## config.mk

```make
export PLATFORM = sky130hd
export DESIGN_NAME = led_display_arbiter
export DESIGN_NICKNAME = d
export VERILOG_FILES = /design/src/rtl/led_display_arbiter.sv
export SDC_FILE = /design/constraint.sdc
export NUM_CORES = 1
export LEC_CHECK = 0
export BUFFER_PORTS_ARGS = -buffer_cell sky130_fd_sc_hd__buf_2
export CAP_MARGIN = 20
export CELL_PAD_IN_SITES_DETAIL_PLACEMENT = 0
export CELL_PAD_IN_SITES_GLOBAL_PLACEMENT = 1
export CORE_ASPECT_RATIO = 0.75
export CORE_MARGIN = 3
export CORE_UTILIZATION = 38
export DETAILED_ROUTE_END_ITERATION = 7
export PLACE_DENSITY = 0.85
export SLEW_MARGIN = 20
export SYNTH_ARGS = -nofsm -noshare
export SYNTH_HDL_FRONTEND = slang
export SYNTH_SLANG_ARGS = --single-unit
```

## constraint.sdc

```tcl
create_clock -name clkg -period 5.06 [get_ports clkg]
set_input_delay 0.253 -clock clkg [delete_from_list [all_inputs] [get_ports clkg]]
set_output_delay 0.253 -clock clkg [all_outputs]
set_load 0.02 [all_outputs]
```

## src/rtl/led_display_arbiter.sv

```systemverilog
// rtl/led_display_arbiter.sv - round-robin time-sharing of the hex display between debug sources
// Optional build macro: LED_SRC_TAG_EN (leftmost display digit shows the granted source index)
module led_display_arbiter #(
  parameter int NUM_SRC      = 4,
  parameter int SRC_W        = 2,
  parameter int DWELL_CYCLES = 25000000,
  parameter int CNT_W        = 25
) (
  input  logic                    clkg,
  input  logic                    rst_n,
  input  logic [NUM_SRC-1:0]      src_req,
  input  logic [32*NUM_SRC-1:0]   src_data,
  output logic [NUM_SRC-1:0]      src_ack,
  input  logic                    hold_i,
  output logic [31:0]             disp_result,
  output logic [SRC_W-1:0]        disp_src,
  output logic                    disp_valid
);

  typedef enum logic [1:0] {IDLE, LOAD, SHOW} state_t;

  state_t             state;
  logic [SRC_W-1:0]   rr_ptr;
  logic [SRC_W-1:0]   grant_q;
  logic [SRC_W-1:0]   grant_c;
  logic               req_found;
  logic [CNT_W-1:0]   dwell_cnt;
  logic [NUM_SRC-1:0] req_rot;
  logic [31:0]        sel_data;
  logic [31:0]        cap_data;
  logic [NUM_SRC-1:0] ack_c;
  logic [SRC_W-1:0]   ptr_next;

  // Rotate requests so bit 0 is the source at rr_ptr; the first set bit wins
  assign req_rot = NUM_SRC'({src_req, src_req} >> rr_ptr);

  // Round-robin search: offset from rr_ptr, folded back into 0..NUM_SRC-1
  always_comb begin
    int sum;
    grant_c   = '0;
    req_found = 1'b0;
    sum       = 0;
    for (int i = 0; i < NUM_SRC; i++) begin
      if (!req_found && req_rot[i]) begin
        req_found = 1'b1;
        sum       = int'(rr_ptr) + i;
        if (sum >= NUM_SRC) sum = sum - NUM_SRC;
        grant_c   = SRC_W'(sum);
      end
    end
  end

  // Select the granted source's word and build its one-hot ack
  always_comb begin
    sel_data = '0;
    ack_c    = '0;
    for (int i = 0; i < NUM_SRC; i++) begin
      if (grant_q == SRC_W'(i)) begin
        sel_data = src_data[32*i +: 32];
        ack_c[i] = 1'b1;
      end
    end
  end

  // Captured display word, optionally tagged with the source index
  always_comb begin
    cap_data = sel_data;
`ifdef LED_SRC_TAG_EN
    cap_data[31:28] = 4'(grant_q);
`else
    cap_data[31:28] = sel_data[31:28];
`endif
  end

  assign ptr_next = (grant_q == SRC_W'(NUM_SRC - 1)) ? '0 : grant_q + SRC_W'(1);

  // Arbitrate, capture for one LOAD cycle, then dwell in SHOW
  always_ff @(posedge clkg or negedge rst_n) begin
    if (!rst_n) begin
      state       <= IDLE;
      rr_ptr      <= '0;
      grant_q     <= '0;
      dwell_cnt   <= '0;
      disp_result <= '0;
      disp_src    <= '0;
      disp_valid  <= 1'b0;
      src_ack     <= '0;
    end else begin
      src_ack <= '0;
      case (state)
        IDLE: begin
          if (req_found) begin
            grant_q <= grant_c;
            state   <= LOAD;
          end
        end
        LOAD: begin
          disp_result <= cap_data;
          disp_src    <= grant_q;
          disp_valid  <= 1'b1;
          src_ack     <= ack_c;
          dwell_cnt   <= CNT_W'(DWELL_CYCLES - 1);
          rr_ptr      <= ptr_next;
          state       <= SHOW;
        end
        SHOW: begin
          if (!hold_i) begin
            if (dwell_cnt != '0) begin
              dwell_cnt <= dwell_cnt - CNT_W'(1);
            end else if (req_found) begin
              grant_q <= grant_c;
              state   <= LOAD;
            end
          end
        end
        default: state <= IDLE;
      endcase
    end
  end

endmodule
```

### Word level (Yosys, flattened, before mapping)

Index checks and enable logic that the tools add are counted.

* bits in registers: 70
* bits in latches: 0
* memory bits (writable): 0
* memory bits (read-only): 0
* input bits: 135
* output and inout port bits: 39
* word-level logic and storage cells: 77
* memories kept: 0

* $add $sub $neg: 9
* $mul: 0
* div/mod/pow operators: 0
* magnitude comparators: 4
* equal/unequal tests: 8
* shift operators: 1
* muxes and demuxes: 33
* bitwise operators: 0
* reduce and logical (&&, ||, !) cells: 14

Operator list (number)
* $mux 32: 4
* $mux 25: 2
* $pmux 25 s2: 1
* $mux 2: 15
* $reduce_bool 25->1: 1
* $sub 25x1->25 const B: 1
* $ge 3x3->1 const B: 3
* $mux 1: 8
* $shr 8x2->4: 1
* $sub 2x1->2 const B: 4
* $add 2x2->3 const B: 2
* $eq 2x2->1 const B: 3
* $ne 2x2->1 const B: 3
* $pmux 2 s3: 1
* $reduce_and 3->1: 2
* $eq 2x1->1 const B: 2
* $logic_not 2->1: 2
* $mux 4: 1
* $pmux 2 s2: 1
* $reduce_bool 2->1: 2
* $add 2x1->3 const B: 1
* $ge 2x3->1 const B: 1
* $logic_and 1x1->1: 3
* $logic_not 1->1: 3
* other kinds (2): 2

### Depth between registers and ports, before layout

Gate-level depths: netlist of run 1.

* depth after elaboration: 15
* gate-level depth with buffers: 9
* depth with buffers taken out: 7

### Least setup slack after synthesis of run 1

OpenSTA, ideal clock, no wires.

* kind: reg-to-reg
* start: register dwell_cnt[0]
* end: register grant_q[0]
* setup time: 0.125 ns
* arrival time: 1.991 ns
* required time: 4.935 ns
* slack: 2.944 ns
* stages on the path, launching flop included: 9
* path buffers: 1
* period minus slack after synthesis: 2.116 ns
* cell sequence: dfrtp_1 inv_1 ha_1 nor3b_1 and4_1 buf_2 nand4_1 a211oi_2 mux2_2

* cells in the longest elaborated chain, start to end: 3

Ends and longest elaborated chain
* start: declaration: RTL line 27 `logic [CNT_W-1:0] dwell_cnt;`
* start signal: assignment: RTL line 102 `dwell_cnt <= CNT_W'(DWELL_CYCLES - 1);`
* start signal: assignment: RTL line 109 `dwell_cnt <= dwell_cnt - CNT_W'(1);`
* $reduce_bool 25->1: RTL line 108 `if (dwell_cnt != '0) begin`
* $ne 2x2->1 (no line)
* $reduce_and 3->1 (no line)
* end signal: assignment: RTL line 93 `grant_q <= grant_c;`
* end signal: assignment: RTL line 111 `grant_q <= grant_c;`
* end: declaration: RTL line 24 `logic [SRC_W-1:0] grant_q;`

Every way passes these cells.
A chain may end at the register's enable or synchronous reset.

### Worst setup path in the final report of run 1

* start: register state[1]
* end: register dwell_cnt[4]

* cells in the longest elaborated chain, start to end: 3
* elaborated cells between the ends (all ways): 7
* classes of those cells: eq/ne (4); mux (1); reduce/logical (2)

Ends and longest elaborated chain
* start: declaration: RTL line 22 `state_t state;`
* start signal: assignment: RTL line 80 `state <= IDLE;`
* start signal: assignment: RTL line 94 `state <= LOAD;`
* start signal: assignment: RTL line 104 `state <= SHOW;`
* $eq 2x2->1 or $eq 2x1->1 (tied branches): RTL line 90 `case (state)`
* $ne 2x2->1 (no line) or $reduce_bool 2->1 (tied branches)
* $reduce_and 3->1 (no line)

Parallel ways exist; a longest one is shown, timed or not.

==> flow_metrics.tcl, run 1 <==
set metrics [dict create \
    crit_type "flip-flop to flip-flop" \
    drt_first_pass_iters 5 \
    dieArea_um2 13200 \
    cp-startpoint "state[1]$_DFFE_PN0P_" \
    syn_area_per_cell_um2 8.33 \
    yosysTopAreaCellShare 0.390 \
    routabilityCongestion 0.936 \
    ys_warn_count 0 \
    placedCellCount 830 \
    fill_cells 1063 \
    grt_first_pass_wirelength_um 22000 \
    fin_hold_ws_ns 0.117 \
    vdd_drop_max_uv 223 \
    gr-total-overflow 0 \
    setup-tns-final_ns 0 \
    wl_um 13700 \
    worst_r2r_startpoint "state[1]$_DFFE_PN0P_" \
    synth_cells 539 \
    htree_levels 3 \
    netlist_area_um2 4490 \
    async_flop_share 1.00 \
    stdcell_count 844 \
    timing.final.crit_share 0.521 \
    start_util 0.400 \
    final_util 0.509 \
    synthTopCellsByArea "dfrtp_1, a21oi_1, nand2_1, o211ai_1, nand3b_1" \
    routedWlPerCell_um 16.3 \
    fp.dieH_um 100 \
    finClkSkew_ns 0.00624 \
    cts.clk_slew.worst_paths_ns 0.06 \
    slew_headroom 0.351 \
    clk_path_buf_depth 2 \
    synth_edf_count 0 \
    cts-buffers-inserted 9 \
    cp_max_fo 58 \
    worstMarginPinSlew_ns 0.974 \
    worstPathRequired_ns 5.23 \
    rsz0062_at_grt "no" \
    hp-class "primary input to async pin" \
    drt_iter0_markers 399 \
    vias 4642 \
    diodes 0 \
    dp_slack_ns 2.42 \
    placed_area_um2 5430 \
    max_freq_ghz 0.380 \
    total_power_mw 3.07 \
    rr_endpoint "dwell_cnt[4]$_DFFE_PN0P_" \
    cts_tree "built" \
    ctsResizeCount 0 \
    cts_setup_buffers 0 \
    synth_most_common_cell "nand2_1" \
    drc_errors 0 \
    die-width_um 132 \
    grt_antenna_before_repair 0 \
    grt_max_degree 71 \
    insertion_delay_ns 0.33 \
    endpoint "dwell_cnt[4]$_DFFE_PN0P_" \
    nNetsFinal 825 \
    ys_ff_latch 70 \
    drv_slew 0 \
    synthToLayoutAreaGrowth_pct 27.4 \
    track_usage 0.205 \
    ant_nets 0 \
    crit_arrival_ns 2.81 \
    min_period_ns 2.63 \
    synthTopCellsByCount "nand2_1, a21oi_1, dfrtp_1, o211ai_1" \
    end_kind "flip-flop" \
    setup_viol 0 \
    r2r_cells 6 \
    drv_cap 0 \
    coreArea_um2 11200 \
    grt_pass1_vias 4342 \
    syn_nets 680 \
    critPathLaunchType "flip-flop" \
    cts_hold_buf 0 \
    ios 174 \
    io_buffers 173 \
    r2r_setup_slack_ns 2.43 \
    p_per_area_nw_per_um2 536 \
    hold_viol_final 0 \
    dp_hpwl_um 9940 \
    placementRows 33 \
    setup_ws_ns 2.43 \
    ys.flop_type "dfrtp_1" \
    ys_seq_area_frac 0.390 \
    yosys.area.top_type "dfrtp_1" \
    via_per_inst 5.50 \
    ys_types 62 \
    status "completed" \
    drive_gt1_frac 0.307 \
    cts-root-buf "clkbuf_16" \
    postLayoutCellArea_um2 5720 \
    cts_sinks 70 \
    power_leakage_nw 2.35 \
]
## worst max-delay path: stages, from the launching register on
cell and delay [ns]:
dfrtp_1 0.60, nor2b_4 0.55, buf_4 0.58, o21ai_0 0.19, a31oi_1 0.29, and3_1 0.19
o21ai_0 0.06
## logic make-up (layout without fill, tap and decap cells)
logic type      after synthesis  after routing  synth area share
fa+ha+maj                     6              6            0.0167
xor+xnor                      2              2           0.00390
buf+inv                      55            203            0.0487
mux                           5              5            0.0117
flops                        70             70             0.390
compound gates              193            193             0.278
simple gates                208            208             0.251
## flip-flops by register name, summed over array words and instances, names as in the netlist
name	cells
disp_src	2
rr_ptr	2
dwell_cnt	25
disp_valid	1
state	2
grant_q	2
disp_result	32
src_ack	4
## cells in the final DEF, fill, tap and decap left out, drive strengths merged, types with 3 or more instances in the layout
cell / instances
a21oi: 73
a311oi: 3
a31oi: 4
and2: 5
and3: 4
buf: 177
clkbuf: 13
dfrtp: 70
ha: 6
inv: 12
mux2i: 3
nand2: 88
nand2b: 3
nand3: 12
nand3b: 32
nand4: 4
nor2: 17
nor2b: 3
nor3: 16
nor4: 6
o2111ai: 3
o211ai: 36
o21a: 32
o21ai: 19
o31ai: 3
or3: 8
or4: 3
## per-layer routing
metal / wire [µm] / global-route usage / vias up
met1: 5960 / 0.271 / 2199
met5: 0 / 0 / -
li1: - / - / 2261
met2: 6500 / 0.332 / 178
met3: 1210 / 0.0711 / 4
met4: 50 / 0.0395 / 0
## layout make-up
type,count,area [µm²],share of cell area
multi-input cells,414,2560,0.447
flip-flops and latches,70,1750,0.306
repair buffers,177,896,0.157
clock buffers,13,270,0.0472
well taps,157,196,0.0343
inverters,12,45.0,0.00787
clock inverters,1,5.00,0.000875
## worst min-delay path by stage
| stage | start | end | cells past startpoint | slack (ns) |
|---|---|---|---|---|
| 3_3_place_gp | disp_valid$_DFFE_PN0P_ | disp_valid$_DFFE_PN0P_ | 1 | 0.46 |
| 4_1_cts | rst_n | disp_result[30]$_DFFE_PN0P_ | 2 | 0.17 |
| 3_5_place_dp | disp_src[1]$_DFFE_PN0P_ | disp_src[1]$_DFFE_PN0P_ | 2 | 0.47 |
| 5_1_grt | rst_n | disp_result[30]$_DFFE_PN0P_ | 2 | 0.20 |
| 6_report | rst_n | disp_result[30]$_DFFE_PN0P_ | 2 | 0.12 |
| 2_1_floorplan | rst_n | disp_result[0]$_DFFE_PN0P_ | 0 | -0.04 |
## report_power, final
| part | internal (mW) | switching (mW) |
|---|---|---|
| registers | 0.751 | 0.137 |
| clock network | 0.366 | 0.224 |
| logic | 0.612 | 0.978 |
| total | 1.73 | 1.34 |
Note: power is estimated with default switching activity, not from simulation.
==> run 2, diff against run 1 <==
Settings changed: CORE_UTILIZATION 38 to 32, PLACE_DENSITY 0.85 to 0.76.
Clock period 5.06 ns to 2.15 ns, I/O delays scaled along.
==> run 2 against run 1 <==
Sequential cell count stayed put. Cell area is 7.2% higher. Critical endpoint is now grant_q[0]$_DFFE_PN0P_. Register-to-register slack worse by 2.3 ns. First-iteration DRC count is 43% lower. Critical path depth is 1 lower. Clock skew is 0.0032 ns higher. Non-clock buffer count is 32 higher. Clock power grew to 2.8 times the previous value. Highest routed layer unchanged.
==> flow_metrics.tcl, run 2 (synthesis gave the netlist of run 1 again) <==
set metrics [dict create \
    via_per_inst 5.36 \
    multi_input_area_um2 2590 \
    largest_reg_flops 32 \
    ios 174 \
    grt_pass1_vias 4583 \
    gr-total-overflow 0 \
    hold_depth 4 \
    worstPathRequired_ns 2.37 \
    grt_max_degree 82 \
    ant_nets 0 \
    stdcell_count 893 \
    setup_viol 0 \
    synthToLayoutAreaGrowth_pct 36.6 \
    insertion_delay_ns 0.34 \
    layout_common_cells "buf_2, nand2_1, a21oi_1" \
    rr_endpoint "grant_q[0]$_DFFE_PN0P_" \
    drive_gt1_frac 0.352 \
    drt_iter0_markers 226 \
    postLayoutCellArea_um2 6130 \
    total_power_mw 7.77 \
    clk_path_buf_depth 2 \
    cp_max_fo 4 \
    p_per_area_nw_per_um2 1270 \
    wl_um 14400 \
    rsz0062_at_grt "no" \
    placed_area_um2 5720 \
    placedCellCount 873 \
    r2r_setup_slack_ns 0.08 \
    crit_type "flip-flop to flip-flop" \
    worstMarginPinSlew_ns 0.540 \
    fill_cells 1322 \
    status "completed" \
    dieArea_um2 15500 \
    cts-root-buf "clkbuf_16" \
    finClkSkew_ns 0.00947 \
    fp.dieH_um 109 \
    hp-class "primary input to flip-flop" \
    min_to "disp_result[2]$_DFFE_PN0P_" \
    reg_top3 "disp_result x32, dwell_cnt x25, src_ack x4" \
    placementRows 36 \
    register_area_um2 1750 \
    crit_arrival_ns 2.29 \
    timing.final.crit_share 0.964 \
    largest-register "disp_result" \
    dp_slack_ns -0.0254 \
    cts.clk_slew.worst_paths_ns 0.06 \
    start_util 0.337 \
    hp-start "src_data[98]" \
    grt_first_pass_wirelength_um 22900 \
    diodes 0 \
    critPathLaunchType "flip-flop" \
    final_util 0.460 \
    htree_levels 3 \
    coreArea_um2 13300 \
    drv_slew 0 \
    nNetsFinal 858 \
    drc_errors 0 \
    vias 4786 \
    grt_antenna_before_repair 0 \
    cts_sinks 70 \
    dp_hpwl_um 10600 \
    cts_tree "built" \
    end_kind "flip-flop" \
    slew_headroom 0.636 \
    track_usage 0.184 \
    setup_ws_ns 0.0775 \
    r2r_cells 5 \
    routedWlPerCell_um 16.1 \
    hold_viol_final 0 \
    vdd_drop_max_uv 654 \
    power_leakage_nw 2.56 \
    worst_r2r_startpoint "dwell_cnt[5]$_DFFE_PN0P_" \
    die-width_um 143 \
    io_buffers 173 \
    routabilityCongestion 0.919 \
    drv_cap 0 \
    min_period_ns 2.07 \
    final_common_cell "buf_2" \
    max_freq_ghz 0.483 \
    cts-buffers-inserted 9 \
    drt_first_pass_iters 5 \
]
[run 2: cell count changes in the layout (fill, tap and decap cells not counted), sizes merged]
cell         before  now
bufinv            0    2
clkinv            1    2
clkbuf           13   10
dlygate4sd3       0    1
clkinvlp          0    1
or4               3    4
buf             177  208
inv              12   13
[run 2: timing repair]
| action | CTS | global route |
|---|---|---|
| buffers inserted | 0 | 2 |
| cloned | 0 | 1 |
| gates resized for setup | 1 | 11 |
| pin swaps | 0 | 4 |
| endpoints found under the setup margin | 5 | 11 |
| hold buffers | 1 | 0 |
| endpoints found under the hold margin | 70 | 0 |
[run 2: metrics by stage]
| step | hold WS (ns) | setup TNS (ns) |
|---|---|---|
| 2_1_floorplan | -0.188 | 0 |
| 3_3_place_gp | -0.0693 | 0 |
| 3_5_place_dp | -0.0608 | -0.0494 |
| 4_1_cts | 0.104 | 0 |
| 5_1_grt | 0.130 | 0 |
| 6_report | 0.116 | 0 |
[run 2: worst max path at each step]
stage / startpoint / end / slack [ns] / depth (start not counted)
finish: dwell_cnt[5]$_DFFE_PN0P_ / grant_q[0]$_DFFE_PN0P_ / 0.08 / 5
global route: dwell_cnt[8]$_DFFE_PN0P_ / dwell_cnt[21]$_DFFE_PN0P_ / 0.005 / 6
CTS: dwell_cnt[0]$_DFFE_PN0P_ / dwell_cnt[13]$_DFFE_PN0P_ / 0.01 / 9
detailed placement: dwell_cnt[0]$_DFFE_PN0P_ / dwell_cnt[1]$_DFFE_PN0P_ / -0.03 / 7
global placement: dwell_cnt[0]$_DFFE_PN0P_ / dwell_cnt[1]$_DFFE_PN0P_ / 0.02 / 7
floorplan: dwell_cnt[0]$_DFFE_PN0P_ / grant_q[0]$_DFFE_PN0P_ / 0.03 / 8
[run 2: critical path, stage by stage, from the launching register on]
cell	delay, ns
dfrtp_1	0.43
or4_4	0.58
nor2_4	0.11
nand4_1	0.16
a211oi_2	0.31
mux2_2	0.38
[run 2: layer usage]
metal  up-vias  GRT usage  routed length [µm]  share of wire
met5         -          0                   0              0
met1      2270      0.241                6490           0.45
li1       2338          -                   -              -
met4         0     0.0461                 204          0.014
met3        20     0.0535                 965          0.067
met2       158      0.299                6720           0.47
[run 2: layout make-up]
type / instances / share of cell area
multi-input cells: 415 / 0.422
flip-flops and latches: 70 / 0.286
repair buffers: 209 / 0.196
clock buffers: 10 / 0.0390
well taps: 171 / 0.0349
clock inverters: 6 / 0.0153
inverters: 12 / 0.00734
[run 2: power breakdown]
group          switching [mW]  leakage (nW)  internal [mW]  total [mW]
combinational            2.41          1.60           1.67        4.09
sequential              0.280         0.795           1.77        2.05
clock                   0.584         0.159           1.05        1.64
total                    3.28          2.56           4.50        7.77
